--- src/rtl/uart_rx_os16.sv ---
// 16x oversampling UART receiver (8 data bits, optional parity, 1 stop bit).
// Each bit is decided by a majority vote of samples 7, 8 and 9; framing and parity errors are flagged per frame.
module uart_rx_os16 #(
  parameter int CLK_FREQ   = 50_000_000,
  parameter int BAUD       = 115200,
  parameter int OVERSAMPLE = 16,
  parameter int PARITY     = 0
) (
  input  logic       clk,
  input  logic       rst_n,
  input  logic       rx,
  output logic [7:0] rx_data,
  output logic       valid_rx,
  output logic       stop_error,
  output logic       parity_error,
  output logic       busy
);

  localparam int DIV = CLK_FREQ / (BAUD * OVERSAMPLE);
  localparam int TW  = (DIV > 1) ? $clog2(DIV) : 1;
  localparam logic [TW-1:0] TICK_LAST = TW'(DIV - 1);

  typedef enum logic [2:0] {
    IDLE,
    START,
    DATA,
    PAR_BIT,
    STOP
  } state_t;

  state_t state_reg, state_next;

  logic          rx_meta_reg, rx_s_reg, rx_s_d_reg;
  logic [1:0]    fill_reg;
  logic          armed_reg;
  logic [TW-1:0] tick_cnt_reg;
  logic [3:0]    s_reg;
  logic          s7_reg, s8_reg;
  logic [2:0]    bit_cnt_reg;
  logic [7:0]    shift_reg;
  logic          par_mismatch_reg;
  logic [7:0]    rx_data_reg;
  logic          valid_rx_reg, stop_error_reg, parity_error_reg;

  logic tick, decide, maj, start_det, frame_done;

  assign tick       = (tick_cnt_reg == TICK_LAST);
  assign decide     = tick && (s_reg == 4'd9) && (state_reg != IDLE);
  assign maj        = (s7_reg & s8_reg) | (s7_reg & rx_s_reg) | (s8_reg & rx_s_reg);
  assign start_det  = (state_reg == IDLE) && armed_reg && rx_s_d_reg && !rx_s_reg;
  assign frame_done = (state_reg == STOP) && decide;

  always_ff @(posedge clk or negedge rst_n) begin
    if (!rst_n) begin
      state_reg <= IDLE;
    end else begin
      state_reg <= state_next;
    end
  end

  always_comb begin
    state_next = state_reg;
    case (state_reg)
      IDLE: begin
        if (start_det) state_next = START;
      end
      START: begin
        // A high majority means the falling edge was a glitch.
        if (decide) state_next = maj ? IDLE : DATA;
      end
      DATA: begin
        if (decide && (bit_cnt_reg == 3'd7)) state_next = (PARITY != 0) ? PAR_BIT : STOP;
      end
      PAR_BIT: begin
        if (decide) state_next = STOP;
      end
      STOP: begin
        if (decide) state_next = IDLE;
      end
      default: state_next = IDLE;
    endcase
  end

  // Synchroniser, arming and sample timing.
  always_ff @(posedge clk or negedge rst_n) begin
    if (!rst_n) begin
      rx_meta_reg  <= 1'b1;
      rx_s_reg     <= 1'b1;
      rx_s_d_reg   <= 1'b1;
      fill_reg     <= 2'd0;
      armed_reg    <= 1'b0;
      tick_cnt_reg <= '0;
      s_reg        <= 4'd0;
      s7_reg       <= 1'b1;
      s8_reg       <= 1'b1;
    end else begin
      rx_meta_reg <= rx;
      rx_s_reg    <= rx_meta_reg;
      rx_s_d_reg  <= rx_s_reg;
      if (fill_reg != 2'd2) fill_reg <= fill_reg + 2'd1;
      // Arm only on a high level that really came through the synchroniser, not its reset value.
      if (frame_done && !maj) armed_reg <= 1'b0;
      else if ((fill_reg == 2'd2) && rx_s_reg) armed_reg <= 1'b1;

      if (state_reg == IDLE) tick_cnt_reg <= '0;
      else if (tick) tick_cnt_reg <= '0;
      else tick_cnt_reg <= tick_cnt_reg + TW'(1);

      if (state_reg == IDLE) s_reg <= 4'd0;
      else if (tick) s_reg <= s_reg + 4'd1;

      if (tick && (s_reg == 4'd7)) s7_reg <= rx_s_reg;
      if (tick && (s_reg == 4'd8)) s8_reg <= rx_s_reg;
    end
  end

  // Data capture, parity and output registers.
  always_ff @(posedge clk or negedge rst_n) begin
    if (!rst_n) begin
      bit_cnt_reg      <= 3'd0;
      shift_reg        <= 8'h00;
      par_mismatch_reg <= 1'b0;
      rx_data_reg      <= 8'h00;
      valid_rx_reg     <= 1'b0;
      stop_error_reg   <= 1'b0;
      parity_error_reg <= 1'b0;
    end else begin
      valid_rx_reg <= frame_done;
      if (start_det) begin
        bit_cnt_reg <= 3'd0;
      end else if ((state_reg == DATA) && decide) begin
        shift_reg   <= {maj, shift_reg[7:1]};
        bit_cnt_reg <= bit_cnt_reg + 3'd1;
      end
      if ((state_reg == PAR_BIT) && decide) begin
        if (PARITY == 1) par_mismatch_reg <= ~(^shift_reg ^ maj);
        else             par_mismatch_reg <= ^shift_reg ^ maj;
      end
      if (frame_done) begin
        rx_data_reg      <= shift_reg;
        stop_error_reg   <= ~maj;
        parity_error_reg <= (PARITY != 0) ? par_mismatch_reg : 1'b0;
      end
    end
  end

  assign rx_data      = rx_data_reg;
  assign valid_rx     = valid_rx_reg;
  assign stop_error   = stop_error_reg;
  assign parity_error = parity_error_reg;
  assign busy         = (state_reg != IDLE);

endmodule

--- config.mk ---
export PLATFORM = sky130hd
export DESIGN_NAME = uart_rx_os16
export DESIGN_NICKNAME = d
export VERILOG_FILES = /design/src/rtl/uart_rx_os16.sv
export SDC_FILE = /design/constraint.sdc
export NUM_CORES = 1
export LEC_CHECK = 0
export CAP_MARGIN = 40
export CORE_ASPECT_RATIO = 1.2
export CORE_MARGIN = 2
export CORE_UTILIZATION = 50
export DETAILED_ROUTE_END_ITERATION = 12
export PLACE_DENSITY = 0.7
export SLEW_MARGIN = 20
export SYNTH_ARGS = -nofsm -noshare
export SYNTH_HDL_FRONTEND = slang
export SYNTH_SLANG_ARGS = --single-unit
--- constraint.sdc ---
create_clock -name clk -period 2.3 [get_ports clk]
set_clock_uncertainty 0.05 [all_clocks]
set_input_delay 0.23 -clock clk [delete_from_list [all_inputs] [get_ports clk]]
set_output_delay 0.23 -clock clk [all_outputs]
set_load 0.02 [all_outputs]
==> qor.yml, run 1 <==
drt_first_pass_iters: 4
synth_mux_area_frac: 0.147
placed_cell_area_um2: 2050
dp_cells: 193
cp.required_ns: 2.02
area_growth_syn_to_layout_pct: 15.2
port-buffer-count: 13
ant_nets: 0
cp_top_family: "buffers and inverters"
multi_input_area_um2: 761
cts.sinks: 41
routed_wl_mm: 3.00
setup_viol: 0
synth_warnings: 0
layout-drive-gt1-share: 0.258
gp_congestion: 0.786
path_buf_inv: 3
overflow: 0
cts_tree: "built"
antenna_found_initial: 0
worstPathArrival_ns: 1.77
holdWs_ns: 0.286
stdcell_count: 202
grt_pass1_vias: 1140
end_kind: "output pin"
final_cell_area_um2: 2140
synthDistinctLibCells: 35
syn-cell-area_um2: 1860
clock_latency_ns: 0.29
post_cts_resized: 0
maxCapViolations: 0
seq_area_um2: 1030
final_nets: 173
synth_simple_gate_area_frac: 0.130
finalCritPeriodShare: 0.893
synth_edf_count: 0
ys_seq_area_frac: 0.556
synth_compound_area_frac: 0.0519
drt_iter0_markers: 42
fillers: 292
clk_path_buf_depth: 2
initial_core_util: 0.516
final_cell_mix: "dfrtp_1 (36), clkdlybuf4s50_1 (12), mux2_2 (11)"
design.die.area_um2: 4220
status: "finished, final reports clean"
track_usage: 0.168
cts_root_buffer: "clkbuf_8"
grt_first_pass_wirelength_mm: 5.31
hold_class: "input pin to asynchronous set/reset pin"
syn-num-nets: 151
core_area_um2: 3600
criticalPathCategory: "register to output pin"
layout_commonest_cell: "dfrtp_1"
p_sw_mw: 0.387
ios: 15
crit_slowest_cell: "clkdlybuf4s50_1"
async_reset_ff_frac: 1.00
viasPerCell: 5.44
die_x_um: 59.7
cts_max_level: 2
fin_tns_setup_ns: 0
synthCells: 140
swShare: 0.268
synth_ff_type: "dfrtp_1"
rsz0062_at_grt: "no"
ys_ff_latch: 41
final_util: 0.594
internal_power_mw: 1.06
power.leakage_nw: 1.06
grt_max_degree: 32
cts_buffers: 5
ir_drop_v: 0.000478
drc: 0
die_height_um: 70.8
hpwl_mm: 2.15
slowest_delay_ns: 0.55
drv_slew: 0
synth_xor_area_frac: 0.0189
fin_crit_ns: 2.05
via_count: 1098
hold_viol_final: 0
rows: 24
crit_chain: "nor3_1 > buf_4 > inv_1 > clkdlybuf4s50_1"
pwr-share-comb: 0.119
clk_pin_slew_ns: 0.08
syn_avg_cell_area_um2: 13.3
synth-adder-area-share: 0.0593
p_clk_frac: 0.311
seqPwrFrac: 0.570
crit_fanout: 6
startpoint_type: "register"
diodes: 0
fmax_ghz: 0.487
synth_top_family_by_area: "multiplexers"
wl_per_cell_um: 14.9
powerDensity_nw_per_um2: 675
-- cells by family after synthesis --
group	Yosys count
flip-flops	41
multiplexers	22
adder cells (fa/ha/maj)	9
buffers and inverters	12
AO/OA/AOI/OAI	17
AND/OR/NAND/NOR	34
other	1
XOR/XNOR	4
-- power by group through the flow --
stage               Clock [mW]  Combinational (mW)  Sequential (mW)
floorplan                    0               0.119            0.825
global placement             0               0.162            0.830
detailed placement           0               0.172            0.838
CTS                      0.466               0.175            0.824
global route             0.497               0.194            0.831
finish                   0.449               0.172            0.823
-- repair_timing --
action	CTS	global route
hold buffers	1	0
endpoints found under the setup margin	0	0
hold endpoints to repair	5	0
setup buffers	0	0
-- layer usage --
layer | vias to the layer above | GRT usage | routed length [um]
li1 | 523 | - | -
met1 | 539 | 0.207 | 1270
met2 | 29 | 0.267 | 1530
met3 | 7 | 0.0439 | 125
met4 | 0 | 0.0815 | 67
met5 | - | 0 | 0
-- area by class of cell --
type | instances | area share
clock buffers | 6 | 0.0339
clock inverters | 2 | 0.00468
inverters | 8 | 0.0140
multi-input cells | 87 | 0.356
flip-flops and latches | 41 | 0.482
well taps | 39 | 0.0228
repair buffers | 19 | 0.0865
-- final timing paths --
kind                            startpoint            to  slack [ns]  cells past startpoint
max                           state_reg[0]          busy        0.25                      4
min                                  rst_n     armed_reg        0.29                      2
max reg2reg                tick_cnt_reg[0]  shift_reg[0]        0.32                      6
min reg2reg                    rx_meta_reg      rx_s_reg        0.31                      0
max in group asynchronous            rst_n      s_reg[1]        1.47                      3
min in group clk                        rx   rx_meta_reg        0.29                      1
-- stage by stage --
stage / total power, mW / setup WS (ns)
after detailed placement: 1.01 / 0.309
final: 1.44 / 0.247
after global placement: 0.991 / 0.404
after floorplan: 0.944 / 0.531
after CTS: 1.47 / 0.227
after global routing: 1.52 / 0.0962
-- Yosys cell counts (2+ instances only) --
master,count,area share
a21oi_1,6,0.016
mux2_4,8,0.065
o21ai_0,7,0.019
mux2_2,11,0.067
dfstp_2,5,0.071
inv_1,8,0.016
ha_1,8,0.054
nand3_1,3,0.0081
or3_1,3,0.010
buf_6,2,0.012
mux2i_1,3,0.016
xor2_1,2,0.0094
nor2_1,7,0.014
xnor2_1,2,0.0094
nor3_1,4,0.011
nand2_1,7,0.014
dfrtp_1,36,0.48
No activity file was read; power rests on OpenSTA's default activity.
==> run 2, diff against run 1 <==
--- a/config.mk
+++ b/config.mk
@@ -6,7 +6,6 @@
 export NUM_CORES = 1
 export LEC_CHECK = 0
 export CAP_MARGIN = 40
-export CORE_ASPECT_RATIO = 1.2
 export CORE_MARGIN = 2
 export CORE_UTILIZATION = 50
 export DETAILED_ROUTE_END_ITERATION = 12
==> run 2 against run 1 <==
Against the previous run: utilization is 0.93 points higher; final cell count rose by 4.5%; sequential power about the same; highest routed layer unchanged; largest cell class unchanged; critical path depth rose by 2; clock-buffer cell count shrank 1.
==> qor.yml, run 2 (synthesis gave the netlist of run 1 again) <==
hold_class: "input pin to register"
diodes: 0
design.die.area_um2: 4220
clk_pin_slew_ns: 0.08
cts_setup_buffers: 0
drc: 0
routed_wl_mm: 2.96
finalCritPeriodShare: 0.869
die_x_um: 65.0
via_count: 1099
clock_latency_ns: 0.29
cts_max_level: 2
cts_root_buffer: "clkbuf_8"
ir_drop_v: 0.000520
r2r_start: "tick_cnt_reg[0]"
ant_nets: 0
swShare: 0.265
worstPathArrival_ns: 2.12
rrSetupSlack_ns: 0.30
wl_per_cell_um: 14.0
startpoint_type: "register"
grt_pass1_vias: 1095
final_nets: 173
final_util: 0.603
status: "finished, final reports clean"
fin_tns_setup_ns: 0
seqPwrFrac: 0.569
total_power_mw: 1.44
fin_ws_ns: 0.302
cts_buffers: 5
drv_slew: 0
fin_crit_ns: 2.00
criticalPathCategory: "register to register"
holdPathEnd: "rx_meta_reg"
track_usage: 0.159
hold_viol_final: 0
grt_first_pass_wirelength_mm: 5.11
gp_congestion: 0.746
ios: 15
cts_tree: "built"
final_cell_mix: "dfrtp_1 (36), clkdlybuf4s50_1 (12), mux2_2 (11)"
post_cts_resized: 0
min_from: "rx"
layout-drive-gt1-share: 0.264
die_height_um: 65.0
powerDensity_nw_per_um2: 664
cp.required_ns: 2.43
path_buf_inv: 2
drt_iter0_markers: 34
port-buffer-count: 13
hpwl_mm: 2.21
holdBufCountCts: 1
pre_cts_slack_ns: 0.302
power.leakage_nw: 1.07
cp_top_family: "simple AND/OR/NAND/NOR gates"
cts.sinks: 41
worst-r2r-cell-count: 6
crit_fanout: 13
overflow: 0
grt_max_degree: 26
setup_viol: 0
pwr-share-comb: 0.123
end_kind: "register"
viasPerCell: 5.21
drt_first_pass_iters: 4
internal_power_mw: 1.06
rsz0062_at_grt: "no"
crit_chain: "inv_1 > ha_1 > nand4b_4 > nor4b_4 > buf_4 > mux2_2"
initial_core_util: 0.515
fmax_ghz: 0.501
layout_commonest_cell: "dfrtp_1"
p_clk_frac: 0.307
p_sw_mw: 0.382
whs_path_depth: 1
rr_endpoint: "shift_reg[5]"
maxCapViolations: 0
clk_path_buf_depth: 2
antenna_found_initial: 0
slowest_delay_ns: 0.41
core_area_um2: 3610
area_growth_syn_to_layout_pct: 17.0
rows: 22
crit_slowest_cell: "dfrtp_1"
==> run 2: cell count changes in the layout (fill, tap and decap cells not counted), sizes merged <==
cell      before  now
clkinvlp       0    1
clkbuf         6    5
==> run 2: power by group through the flow <==
stage | clock (mW) | sequential, mW | combinational [mW]
2_1_floorplan | 0 | 0.825 | 0.119
3_3_place_gp | 0 | 0.831 | 0.169
3_5_place_dp | 0 | 0.836 | 0.179
4_1_cts | 0.462 | 0.822 | 0.182
5_1_grt | 0.491 | 0.830 | 0.204
6_report | 0.444 | 0.822 | 0.178
==> run 2: final cells by class <==
class / count / area, um2
Multi-Input combinational cell: 87 / 761
Sequential cell: 41 / 1030
Clock buffer: 5 / 68.8
Tap cell: 48 / 60.1
Timing Repair Buffer: 19 / 205
Clock inverter: 3 / 17.5
Fill cell: 283 / 1430
Inverter: 8 / 30.0
==> run 2: layer usage <==
metal,track usage,routed length (um),up-vias,part of all wire
met1,0.209,1390,554,0.47
li1,-,-,526,-
met4,0.0479,37,0,0.013
met3,0.0417,70,4,0.024
met5,0,0,-,0
met2,0.259,1460,15,0.49
==> run 2: worst register-to-register path, cell delays in order, from the launching register on <==
cell and delay (ns):
dfrtp_1 0.41, inv_1 0.07, ha_1 0.21, nand4b_4 0.24
nor4b_4 0.30, buf_4 0.24, mux2_2 0.36
==> run 2: worst max-delay path by stage <==
| stage | cells past startpoint | slack (ns) | end | startpoint |
|---|---|---|---|---|
| after floorplan | 6 | 0.53 | shift_reg[1] | tick_cnt_reg[0] |
| after global placement | 6 | 0.37 | shift_reg[2] | tick_cnt_reg[0] |
| after detailed placement | 6 | 0.30 | shift_reg[5] | tick_cnt_reg[0] |
| after CTS | 4 | 0.29 | busy | state_reg[0] |
| after global routing | 6 | 0.19 | shift_reg[4] | tick_cnt_reg[0] |
| final | 6 | 0.30 | shift_reg[5] | tick_cnt_reg[0] |
==> run 2: per-stage QoR <==
step                hold slack, ns  area, um2  instances
detailed placement           0.139       2080        202
global route                 0.285       2170        211
CTS                          0.291       2170        211
finish                       0.295       2170        211
global placement             0.297       2050        201
floorplan                   -0.116       1860        140
